--- src/rtl/pc_redirect_ctrl.sv ---
// PC redirect controller: arbitrates trap/branch/jump redirects, holds one across hazard stalls, then flushes the wrong path.
// Optional trap source is compiled in with `define PC_TRAP_EN.
module pc_redirect_ctrl #(
  parameter int ADDR_SIZE    = 32,
  parameter int FLUSH_CYCLES = 2
) (
  input  logic                 clk,
  input  logic                 reset,
  input  logic                 hazardStall,
  input  logic                 jmpValid,
  input  logic [ADDR_SIZE-1:0] jmpTarget,
  input  logic                 brTaken,
  input  logic [ADDR_SIZE-1:0] brTarget,
`ifdef PC_TRAP_EN
  input  logic                 trapValid,
  input  logic [ADDR_SIZE-1:0] trapVector,
`endif
  output logic                 pcStall,
  output logic [1:0]           selWire,
  output logic [ADDR_SIZE-1:0] jumpTarget1,
  output logic [ADDR_SIZE-1:0] jumpTarget2,
  output logic [ADDR_SIZE-1:0] jumpTarget3,
  output logic                 flush,
  output logic                 pendingValid
);

  localparam int            CNT_W    = 4;
  localparam logic [CNT_W-1:0] CNT_LOAD = CNT_W'(FLUSH_CYCLES - 1);
  localparam logic [1:0]    SEL_SEQ  = 2'd0;
  localparam logic [1:0]    SEL_JMP  = 2'd1;
  localparam logic [1:0]    SEL_BR   = 2'd2;
  localparam logic [1:0]    SEL_TRAP = 2'd3;

  typedef enum logic [1:0] {ST_IDLE, ST_PENDING, ST_FLUSH} state_t;

  state_t                 r_state, w_state_nxt;
  logic [CNT_W-1:0]       r_cnt, w_cnt_nxt;
  logic [1:0]             r_pend_code, w_pend_code_nxt;
  logic [ADDR_SIZE-1:0]   r_pend_tgt, w_pend_tgt_nxt;
  logic [ADDR_SIZE-1:0]   r_tgt1, r_tgt2;
  logic                   w_trap_valid;
  logic [ADDR_SIZE-1:0]   w_trap_vec;
  logic [1:0]             w_live_code;
  logic [ADDR_SIZE-1:0]   w_live_tgt;
  logic [1:0]             w_sel;
  logic                   w_stall;
  logic                   w_issue;
  logic [ADDR_SIZE-1:0]   w_issue_tgt;

`ifdef PC_TRAP_EN
  logic [ADDR_SIZE-1:0]   r_tgt3;
  assign w_trap_valid = trapValid;
  assign w_trap_vec   = trapVector;
`else
  assign w_trap_valid = 1'b0;
  assign w_trap_vec   = '0;
`endif

  // Jumps and branches seen during FLUSH are wrong-path; only a trap may win there.
  always_comb begin
    w_live_code = SEL_SEQ;
    w_live_tgt  = '0;
    if (w_trap_valid) begin
      w_live_code = SEL_TRAP;
      w_live_tgt  = w_trap_vec;
    end else if (r_state != ST_FLUSH && brTaken) begin
      w_live_code = SEL_BR;
      w_live_tgt  = brTarget;
    end else if (r_state != ST_FLUSH && jmpValid) begin
      w_live_code = SEL_JMP;
      w_live_tgt  = jmpTarget;
    end
  end

  always_comb begin
    w_state_nxt     = r_state;
    w_cnt_nxt       = r_cnt;
    w_pend_code_nxt = r_pend_code;
    w_pend_tgt_nxt  = r_pend_tgt;
    w_sel           = SEL_SEQ;
    w_stall         = hazardStall;
    w_issue         = 1'b0;
    w_issue_tgt     = '0;
    case (r_state)
      ST_IDLE, ST_FLUSH: begin
        if (w_live_code != SEL_SEQ) begin
          if (!hazardStall) begin
            w_sel       = w_live_code;
            w_issue     = 1'b1;
            w_issue_tgt = w_live_tgt;
            w_state_nxt = ST_FLUSH;
            w_cnt_nxt   = CNT_LOAD;
          end else begin
            w_stall         = 1'b1;
            w_pend_code_nxt = w_live_code;
            w_pend_tgt_nxt  = w_live_tgt;
            w_state_nxt     = ST_PENDING;
            w_cnt_nxt       = '0;
          end
        end else if (r_state == ST_FLUSH) begin
          if (r_cnt == '0) w_state_nxt = ST_IDLE;
          else             w_cnt_nxt   = r_cnt - CNT_W'(1);
        end
      end
      ST_PENDING: begin
        if (!hazardStall) begin
          w_issue = 1'b1;
          if (w_live_code > r_pend_code) begin
            w_sel       = w_live_code;
            w_issue_tgt = w_live_tgt;
          end else begin
            w_sel       = r_pend_code;
            w_issue_tgt = r_pend_tgt;
          end
          w_state_nxt     = ST_FLUSH;
          w_cnt_nxt       = CNT_LOAD;
          w_pend_code_nxt = SEL_SEQ;
          w_pend_tgt_nxt  = '0;
        end else if (w_live_code > r_pend_code) begin
          w_pend_code_nxt = w_live_code;
          w_pend_tgt_nxt  = w_live_tgt;
        end
      end
      default: w_state_nxt = ST_IDLE;
    endcase
  end

  always_ff @(posedge clk or posedge reset) begin
    if (reset) begin
      r_state     <= ST_IDLE;
      r_cnt       <= '0;
      r_pend_code <= SEL_SEQ;
      r_pend_tgt  <= '0;
      r_tgt1      <= '0;
      r_tgt2      <= '0;
`ifdef PC_TRAP_EN
      r_tgt3      <= '0;
`endif
    end else begin
      r_state     <= w_state_nxt;
      r_cnt       <= w_cnt_nxt;
      r_pend_code <= w_pend_code_nxt;
      r_pend_tgt  <= w_pend_tgt_nxt;
      if (w_issue && w_sel == SEL_JMP) r_tgt1 <= w_issue_tgt;
      if (w_issue && w_sel == SEL_BR)  r_tgt2 <= w_issue_tgt;
`ifdef PC_TRAP_EN
      if (w_issue && w_sel == SEL_TRAP) r_tgt3 <= w_issue_tgt;
`endif
    end
  end

  // Outputs are forced quiet while reset is held, regardless of live inputs.
  assign pcStall      = !reset && w_stall;
  assign selWire      = reset ? SEL_SEQ : w_sel;
  assign flush        = !reset && (r_state == ST_FLUSH);
  assign pendingValid = !reset && (r_state == ST_PENDING);
  assign jumpTarget1  = (!reset && w_issue && w_sel == SEL_JMP) ? w_issue_tgt : r_tgt1;
  assign jumpTarget2  = (!reset && w_issue && w_sel == SEL_BR)  ? w_issue_tgt : r_tgt2;
`ifdef PC_TRAP_EN
  assign jumpTarget3  = (!reset && w_issue && w_sel == SEL_TRAP) ? w_issue_tgt : r_tgt3;
`else
  assign jumpTarget3  = '0;
`endif

endmodule

--- config.mk ---
export PLATFORM = sky130hd
export DESIGN_NAME = pc_redirect_ctrl
export DESIGN_NICKNAME = d
export VERILOG_FILES = /design/src/rtl/pc_redirect_ctrl.sv
export SDC_FILE = /design/constraint.sdc
export NUM_CORES = 1
export LEC_CHECK = 0
export ABC_CLOCK_PERIOD_IN_PS = 4100
export CAP_MARGIN = 20
export CORE_ASPECT_RATIO = 1.1
export CORE_MARGIN = 10
export CORE_UTILIZATION = 50
export CTS_BUF_LIST = sky130_fd_sc_hd__clkbuf_8 sky130_fd_sc_hd__clkbuf_16
export DETAILED_ROUTE_END_ITERATION = 8
export PLACE_DENSITY = 0.82
export SLEW_MARGIN = 40
export SYNTH_ARGS = -nofsm -noshare
export SYNTH_HDL_FRONTEND = slang
export SYNTH_SLANG_ARGS = --single-unit
--- constraint.sdc ---
create_clock -name clk -period 4.1 [get_ports clk]
set_clock_uncertainty 0.15 [all_clocks]
set_input_delay 0.41 -clock clk [delete_from_list [all_inputs] [get_ports clk]]
set_output_delay 0.41 -clock clk [all_outputs]
set_load 0.03 [all_outputs]
==> out/metrics.csv <==
metric,value,unit
outcome,"finished, final reports clean",
Pint,3.57,mW
initial antenna violation count,0,
violation count after the first detailed-route iteration,1343,
Initial Util,0.514,
Clock Sink Count,104,
clock power share,0.130,
TritonRoute pass-1 iters,9,
post-synth design cell area,0.00685,sq mm
Async SR Flop Fraction,1.00,
CP max stage cell,clkdlybuf4s50_1,
DP HPWL,17800,um
syn_area_per_cell,8.79,sq um
top_reg_cell synth,dfrtp_1,
clock buffer depth,2,
crit path cell chain,nand2b_1 -> nand2_1 -> ha_2 -> nand2b_1 -> a2111oi_4 -> buf_12 -> a211oi_1 -> a31oi_1 -> clkdlybuf4s50_1,
Placer Congestion,0.925,
WS Path Type,reg -> out,
CP most frequent cell,nand2b_1,
Yosys reg bits,104,
Final Hold Violating Endpoints,0,
sw frac,0.484,
Comb power frac,0.601,
Final nets,965,
Pwr Density,794,mW/mm^2
Post-Syn Instances,780,
period utilisation layout,0.970,
die span in y,143,um
CTS tree,built,
Worst path top cell family by delay,buffers and inverters,
Top Ports,170,
cell leakage power,3.42,nW
Finish-stage setup viols,0,
vias in the first global route,7421,
global route overflow,0,
crit path DAT,3.42,ns
DR WL/cell,23.7,um
synth warn,0,
clock transition at the registers of the reported paths,0.07,ns
Peak Freq,251,MHz
postcts setup bufs,0,
library cells used by synthesis,44,
Buf/Inv on CP,2,
Synth top area share,0.380,
CP endpoint kind,output pin,
crit path launch type,flop,
cell taking the most area after synthesis,dfrtp_1,
RSZ-0062 raised after global routing,no,
"Worst Setup Slack, final",0.123,ns
slew margin rel.,0.459,
Switching Power,3.34,mW
Reg power frac,0.269,
max incr delay on CP,0.76,ns
first-pass GRT wire length,40500,um
Vias/cell,6.97,
"EDFF count, synth",0,
Critical Path Fanout Max,16,
vias,7538,
worst min-delay path class,in -> reg,
DRT Wirelength,25600,um
Area Overhead vs Synth,27.1,%
cts bufs inserted,9,
Post-DRT Antenna Nets,0,
Core Box Area,0.0133,sq mm
area of the die,0.0188,sq mm
minimum clock period,3.98,ns
most frequent cells in the layout,"192 x a31oi_1, 106 x buf_4, 104 x dfrtp_1",
Total GRT Usage,0.262,
H-tree levels,3,
sum of negative setup slack,0,ns
Required @ worst endpoint,3.54,ns
Least-Margin Pin Slew,0.808,ns
n_diodes,0,
share of cells above drive strength 1,0.166,
root buffer cell,clkbuf_16,
Max VDD drop,0.388,mV
max-cap violation count,0,
register area share after synthesis,0.380,
Row Count,44,
reg2reg setup slack,1.01,ns
pre-CTS setup slack,0.155,ns
Die Wd,132,um
detailed-route DRC error count,0,
Worst-Skew Late Latency,0.35,ns
synth top area cells,"dfrtp_1 38%, a31oi_1 18%, a211oi_1 7.1%",
largest net degree at the start of global routing,66,
I/O Buffers,137,
Final Max Tran Viols,0,
"most common cell after layout, fill and taps aside",a31oi_1,
cells by family (layout without fill, tap and decap cells):
kind of cell,Yosys count,in the layout,share of synthesized area
compound gates,388,388,0.400
fa+ha+maj,4,4,0.00730
buf+inv,139,225,0.103
flops,104,104,0.380
mux,1,1,0.00164
other cells,1,32,0.000547
simple gates,143,143,0.108
layer usage:
metal	wire length (um)	part of all wire	vias to the layer above	global-route usage
li1	-	-	3276	-
met1	10100	0.39	3586	0.333
met3	3070	0.12	70	0.0768
met4	708	0.028	0	0.100
met5	0	0	-	0
met2	11800	0.46	606	0.414
repair_timing:
action,in CTS,in global routing
endpoints found under the setup margin,0,10
hold buffers,0,0
gates resized for setup,0,6
worst paths after layout:
path | endpoint | from | depth (start not counted)
hold reg to reg | r_pend_tgt[21]$_DFFE_PP0P_ | r_pend_tgt[21]$_DFFE_PP0P_ | 1
max in group asynchronous | r_tgt2[5]$_DFFE_PP0P_ | reset | 3
hold / removal | r_pend_code[0]$_DFFE_PP0P_ | brTaken | 3
min in group asynchronous | r_cnt[1]$_DFFE_PP0P_ | reset | 2
setup / recovery | jumpTarget1[24] | r_state[0]$_DFFE_PP0P_ | 9
setup reg to reg | r_tgt2[28]$_DFFE_PP0P_ | r_state[0]$_DFFE_PP0P_ | 9
cell type report:
class	instances	area, sq um
fill	1138	4610
multi-input combinational	568	3720
sequential	104	2600
timing repair buffer	200	1810
tap	184	230
clock buffer	9	225
clock inverter	7	83.8
inverter	9	36.3
power by group through the flow:
stage	Clock (mW)	Combinational [mW]	Sequential (mW)
after detailed placement	0	4.11	1.85
after global placement	0	4.02	1.82
final	0.900	4.16	1.86
after floorplan	0	2.69	1.77
after CTS	0.902	4.12	1.84
after global routing	0.951	4.43	1.90
flip-flops by register name (all words and copies together), names as in the netlist:
register / cells
r_cnt: 4
r_pend_code: 2
r_pend_tgt: 32
r_state: 2
r_tgt1: 32
r_tgt2: 32
Yosys cell counts, drive strengths merged, types with 2 or more instances:
cell	count
a31oi	192
dfrtp	104
buf	70
nand2	70
a211oi	67
clkbuf	60
a21oi	36
nand3b	34
a32o	32
a32oi	30
nor2	11
inv	9
nand2b	6
o21ai	6
nor2b	5
o211ai	5
a21o	4
ha	4
nand3	4
nor3	4
o21bai	3
o22ai	3
a2111oi	2
and3	2
nor3b	2
or2	2
stage by stage:
stage | power (mW) | util | hold slack [ns] | area, sq um | std cells
after floorplan | 4.45 | - | 0.331 | 6970 | 811
after global placement | 5.84 | 0.629 | 0.345 | 8390 | 1065
after detailed placement | 5.96 | 0.630 | 0.360 | 8390 | 1065
after CTS | 6.87 | 0.653 | 0.329 | 8700 | 1081
after global routing | 7.28 | 0.654 | 0.360 | 8710 | 1081
final | 6.92 | 0.654 | 0.339 | 8710 | 1081
worst register-to-register path: stages, from the launching register on:
cell and delay, ns:
dfrtp_1 0.35, nand2b_1 0.25, nand2_1 0.12, ha_2 0.39, nand2b_1 0.20, buf_4 0.17, nand3_1 0.57, and3_1 0.40
buf_4 0.24, a31oi_1 0.19
No activity file was read; power rests on OpenSTA's default activity.
